[src/rtl/counter_bank_strobe_pkg.sv]
// Shared definitions for the strobe counter bank: mode encodings, per-channel
// FSM states and the ready-tracker width helper.
package counter_bank_strobe_pkg;

  localparam logic MODE_PERIODIC = 1'b0;
  localparam logic MODE_ONESHOT  = 1'b1;

  typedef enum logic [1:0] {
    ST_IDLE  = 2'd0,
    ST_READY = 2'd1,
    ST_DONE  = 2'd2
  } chan_state_t;

  // Tracker holds 0..LATENCY and saturates at LATENCY.
  function automatic int trk_width(input int latency);
    return $clog2(latency + 1);
  endfunction

endpackage

[src/rtl/counter_bank_strobe_channel.sv]
// One strobe counter channel: event counter, shadow period, ready tracker and
// the IDLE/READY/DONE control FSM.
module counter_bank_strobe_channel
  import counter_bank_strobe_pkg::*;
#(
  parameter int WIDTH   = 8,
  parameter int LATENCY = 2
) (
  input  logic             clk,
  input  logic             rst,
  input  logic             enable,
  input  logic [WIDTH-1:0] period,
  input  logic             mode,
  input  logic             arm,
  output logic             strobe,
  output logic             ready,
  output logic             done,
  output logic             err
);

  localparam int TRK_W = trk_width(LATENCY);
  localparam logic [TRK_W-1:0] LAT_T   = TRK_W'(LATENCY);
  localparam logic [TRK_W-1:0] TRK_ONE = TRK_W'(1);
  localparam logic [WIDTH-1:0] CNT_ONE = WIDTH'(1);

  chan_state_t      state_reg, state_next, restart_state;
  logic [WIDTH-1:0] cnt_reg, cnt_next;
  logic [WIDTH-1:0] shadow_reg, shadow_next;
  logic [TRK_W-1:0] trk_reg, trk_next;
  logic             strobe_reg, strobe_next;
  logic             err_reg, err_next;
  logic             accept;
  logic             terminal;

  assign accept   = enable && (state_reg == ST_READY) && !arm;
  // Compare wraps mod 2^WIDTH, so a period of 0 means a full 2^WIDTH count.
  assign terminal = (cnt_reg + CNT_ONE) == shadow_reg;
  // The cycle right after an accept/arm already counts as one elapsed cycle.
  assign restart_state = (TRK_ONE >= LAT_T) ? ST_READY : ST_IDLE;

  always_comb begin
    state_next  = state_reg;
    cnt_next    = cnt_reg;
    shadow_next = shadow_reg;
    trk_next    = trk_reg;
    strobe_next = 1'b0;
    err_next    = 1'b0;
    if (arm) begin
      // Arm beats a same-cycle enable and raises no error.
      cnt_next    = '0;
      shadow_next = period;
      trk_next    = TRK_ONE;
      state_next  = restart_state;
    end else begin
      err_next = enable && !accept;
      case (state_reg)
        ST_IDLE: begin
          if (trk_reg < LAT_T) trk_next = trk_reg + TRK_ONE;
          if (trk_next >= LAT_T) state_next = ST_READY;
        end
        ST_READY: begin
          if (accept) begin
            trk_next = TRK_ONE;
            if (terminal) begin
              strobe_next = 1'b1;
              cnt_next    = '0;
              shadow_next = period;
              case (mode)
                MODE_PERIODIC: state_next = restart_state;
                MODE_ONESHOT:  state_next = ST_DONE;
                default:       state_next = restart_state;
              endcase
            end else begin
              cnt_next   = cnt_reg + CNT_ONE;
              state_next = restart_state;
            end
          end
        end
        ST_DONE: state_next = ST_DONE;
        default: state_next = ST_IDLE;
      endcase
    end
  end

  always_ff @(posedge clk) begin
    if (rst) begin
      state_reg  <= ST_IDLE;
      cnt_reg    <= '0;
      shadow_reg <= period;
      trk_reg    <= '0;
      strobe_reg <= 1'b0;
      err_reg    <= 1'b0;
    end else begin
      state_reg  <= state_next;
      cnt_reg    <= cnt_next;
      shadow_reg <= shadow_next;
      trk_reg    <= trk_next;
      strobe_reg <= strobe_next;
      err_reg    <= err_next;
    end
  end

  assign strobe = strobe_reg;
  assign err    = err_reg;
  assign ready  = (state_reg == ST_READY);
  assign done   = (state_reg == ST_DONE);

endmodule

[src/rtl/counter_bank_strobe.sv]
// Bank of independent strobe counters; the top only slices the flattened
// period bus and fans the per-channel controls out to each channel.
module counter_bank_strobe
  import counter_bank_strobe_pkg::*;
#(
  parameter int WIDTH    = 8,
  parameter int CHANNELS = 4,
  parameter int LATENCY  = 2
) (
  input  logic                      clk,
  input  logic                      rst,
  input  logic [CHANNELS-1:0]       enable,
  input  logic [CHANNELS*WIDTH-1:0] period,
  input  logic [CHANNELS-1:0]       mode,
  input  logic [CHANNELS-1:0]       arm,
  output logic [CHANNELS-1:0]       strobe,
  output logic [CHANNELS-1:0]       ready,
  output logic [CHANNELS-1:0]       done,
  output logic [CHANNELS-1:0]       err
);

  for (genvar gi = 0; gi < CHANNELS; gi++) begin : g_chan
    counter_bank_strobe_channel #(
      .WIDTH   (WIDTH),
      .LATENCY (LATENCY)
    ) u_chan (
      .clk    (clk),
      .rst    (rst),
      .enable (enable[gi]),
      .period (period[gi*WIDTH +: WIDTH]),
      .mode   (mode[gi]),
      .arm    (arm[gi]),
      .strobe (strobe[gi]),
      .ready  (ready[gi]),
      .done   (done[gi]),
      .err    (err[gi])
    );
  end

endmodule

[config.mk]
export PLATFORM = sky130hd
export DESIGN_NAME = counter_bank_strobe
export DESIGN_NICKNAME = d
export VERILOG_FILES = /design/src/rtl/counter_bank_strobe_pkg.sv /design/src/rtl/counter_bank_strobe_channel.sv /design/src/rtl/counter_bank_strobe.sv
export SDC_FILE = /design/constraint.sdc
export NUM_CORES = 1
export LEC_CHECK = 0
export BUFFER_PORTS_ARGS = -buffer_cell sky130_fd_sc_hd__buf_2
export CAP_MARGIN = 20
export CORE_MARGIN = 2
export CORE_UTILIZATION = 60
export CTS_CLUSTER_DIAMETER = 200
export CTS_CLUSTER_SIZE = 8
export DETAILED_ROUTE_END_ITERATION = 10
export GPL_ROUTABILITY_DRIVEN = 0
export GPL_TIMING_DRIVEN = 1
export PLACE_DENSITY = 0.79
export SETUP_SLACK_MARGIN = 0.15
export SLEW_MARGIN = 20
export SYNTH_ARGS = -nofsm -noshare
export SYNTH_HDL_FRONTEND = slang
export SYNTH_HIERARCHICAL = 1
export SYNTH_SLANG_ARGS = --single-unit
[constraint.sdc]
create_clock -name clk -period 3.35 [get_ports clk]
set_clock_uncertainty 0.1 [all_clocks]
set_input_delay 0.67 -clock clk [delete_from_list [all_inputs] [get_ports clk]]
set_output_delay 0.67 -clock clk [all_outputs]
set_load 0.05 [all_outputs]
==> reports/summary.md <==
The flow ran to the end, and the final reports show no timing, DRC or antenna violations. The share of layout cells above drive strength 1 is 0.1849. The maximum clock insertion buffer count is 2. Entering global routing, the biggest net connects 16 pins. In this run, synthesis produced a sequential element count of 88.

Total iterations of the first detailed-routing run: 5. Along the worst path, the maximum fanout reaches 9. TritonCTS built the clock tree. Primary flip-flop cell chosen by synthesis mapping: dfxtp_1. The tools report the clock root buffer master as clkbuf_8.

At the pin with the least slew margin, the transition time is 563.3 ps. Once the clock tree was built, the setup fixing pass inserted 0 buffers. The count of nets left with antenna violations once routing finished came out at 0.

Setup repair after global routing left no endpoint under its margin. The cell area that synthesis handed to floorplanning was 0.004770 sq mm. The count of maximum capacitance violations is 0, and the mean routed wirelength per cell is 14.37 um. Summed over all layers, the global routing overflow is 0.

The later pin in the worst-skew pair is clocked with a latency of 360 ps. Summed over all cells, the static leakage comes to 1.933 nW. Post-CTS repair changed the size of 0 cells. The total routing usage reported by global routing was 0.2348; the count of vias placed by the detailed router was 3,752. The area of the die was 0.008679 sq mm; the remaining routing DRC violations was 0.

The post-layout instance count excluding filler cells is 659. The final core area utilization came out at 0.6809. The floorplan has 32 rows. The maximum vdd ir drop was 0.2610 mV; the vertical die dimension was 93.16 um. The tools report the post-synthesis sequential area ratio as 0.4365. The run gives 3270 ps as the endpoint required time on the critical path. Based on the critical path, the design can be clocked at up to 0.3514 GHz.

62 I/O pins were placed. Data arrives at the worst endpoint at 2770 ps. The half-perimeter wire length after placement was 6986 um; the number of synthesized flops with an enable pin was 32. The number of placed instances, taps included is 643, and the area added between synthesis and finish is 10.31%.

Timing analysis after detailed placement gives a worst setup slack of 578.4 ps. Clock-pin slew was measured on the worst setup and hold paths at 90 ps. Measured along the x axis, the die boundary spans 93.16 um.

The worst max-slew margin expressed relative to the limit was 0.6238. The synthesized netlist net count is 558, and the synthesized netlist cell count is 504. The tools report the count of synthesis-stage warnings from yosys as 6. The logs give 0 for the number of setup violations in the final report and 3,621 for the number of global-route vias before repair. The slack of the critical path was 504.1 ps. In the routed layout, each cell is associated on average with a via count of 5.693. The logs give 0 for the number of buffers inserted by hold repair at cts and 0 ps for the post-route setup TNS.

The path class of the tightest hold or removal check is primary input to register. STA classifies the critical path startpoint as a register. The max-slew violation count was 0. The final layout contains routed wiring with a total length of 9469 um. In this run, the number of DRC markers left after iteration 0 of detailed routing was 147. The count of unique library cells instantiated by Yosys is 37. The hold violation total from the final report came out at 0.

During placement, the flow inserted port buffers numbering 61. The async set-reset flop share out of synthesis is 0, and the post-synthesis area per instance is 9.463 sq um. The initial antenna violation count was 0; the clock buffer count from CTS was 9. STA classifies the critical path endpoint as a register.

The clock drives 88 sinks. For this design the ratio of total power to cell area is 410.6 mW/mm^2. 0 antenna diodes ended up in the layout.

The logs give 0.007727 sq mm for the area of the placeable core and 3 for the H-tree depth reported by CTS. The final clock period utilization by the worst path is 0.8495. The final critical path time including I/O delays and setup works out to 2846 ps. The first global-routing pass estimated 16,350 um of wire. For the initial standard-cell utilization of the core, the log shows 0.6172. The setup path with the least slack is of type register to register. In the final design database the tool counted 606 nets.
## logic make-up (layout without fill, tap and decap cells)
family | Yosys count | count (layout) | share of synthesized area
xor+xnor | 52 | 52 | 0.1018
fa+ha+maj | 8 | 8 | 0.02099
simple gates | 228 | 228 | 0.2476
compound gates | 88 | 88 | 0.1501
buf+inv | 40 | 93 | 0.04302
flops | 88 | 88 | 0.4365
## worst paths after layout
check | from | to | slack [ps] | cells past startpoint
setup reg to reg | g_chan[2].u_chan/cnt_reg[0] | g_chan[2].u_chan/shadow_reg[4] | 500 | 6
hold reg to reg | g_chan[1].u_chan/trk_reg[1] | g_chan[1].u_chan/trk_reg[1] | 380 | 2
hold / removal | period[1] | g_chan[0].u_chan/shadow_reg[1] | 370 | 1
setup / recovery | g_chan[2].u_chan/cnt_reg[0] | g_chan[2].u_chan/shadow_reg[4] | 500 | 6
## per-layer routing
metal	global-route usage	part of all wire
met1	0.3109	0.46
met2	0.3816	0.47
met3	0.04351	0.049
met4	0.09436	0.017
met5	0	0
## critical path, stage by stage (launching register included)
cell and delay [ps]:
dfxtp_1 460, ha_1 400, nand3_1 140, a211oi_1 270, o211ai_1 200, a211oi_2 540, nand2b_1 400
## cell type report
cell class	instances	area, sq um
inverters	16	60.06
fillers	607	2466
flip-flops and latches	88	2082
multi-input cells	376	2482
clock inverters	3	22.52
well taps	102	127.6
clock buffers	13	181.4
repair buffers	61	305.3
## synth_stat cells (16+ instances only)
cell type,instances,area share
xnor2_1,24,0.044
nand3_1,32,0.034
nor3_1,40,0.042
nand2b_1,20,0.026
xor2_1,24,0.044
a21oi_1,20,0.021
edfxtp_1,32,0.20
nor2b_1,16,0.021
dfxtp_1,56,0.24
nor2_1,44,0.035
nand2_1,32,0.025
## per-stage QoR
step / area (sq um) / power [mW] / hold WS [ps]
floorplan: 4770 / 1.380 / 349.6
global placement: 5057 / 1.438 / 358.4
detailed placement: 5057 / 1.446 / 367.4
CTS: 5261 / 2.176 / 355.6
global route: 5261 / 2.255 / 356.2
finish: 5261 / 2.160 / 374.7
## power by group
part / leakage, nW / internal, mW / switching, mW
clock network: 0.104 / 0.362 / 0.374
logic: 1.05 / 0.100 / 0.130
registers: 0.780 / 1.16 / 0.0323
## cells in the final DEF, fill, tap and decap left out, types with 8 or more instances in the layout
cell      instances
nand4_1          12
inv_1            12
nand2_1          32
o21ai_1           8
ha_1              8
a21oi_1          20
nand2b_1         20
dfxtp_1          56
xnor2_1          24
buf_2            61
nand3_1          32
nor2_1           44
o211ai_1          8
nor2b_1          16
and2_1           12
xor2_1           24
a211oi_2          8
o21ai_0          12
edfxtp_1         32
clkbuf_8          9
nor3_1           40
Note: power is estimated with default switching activity, not from simulation.
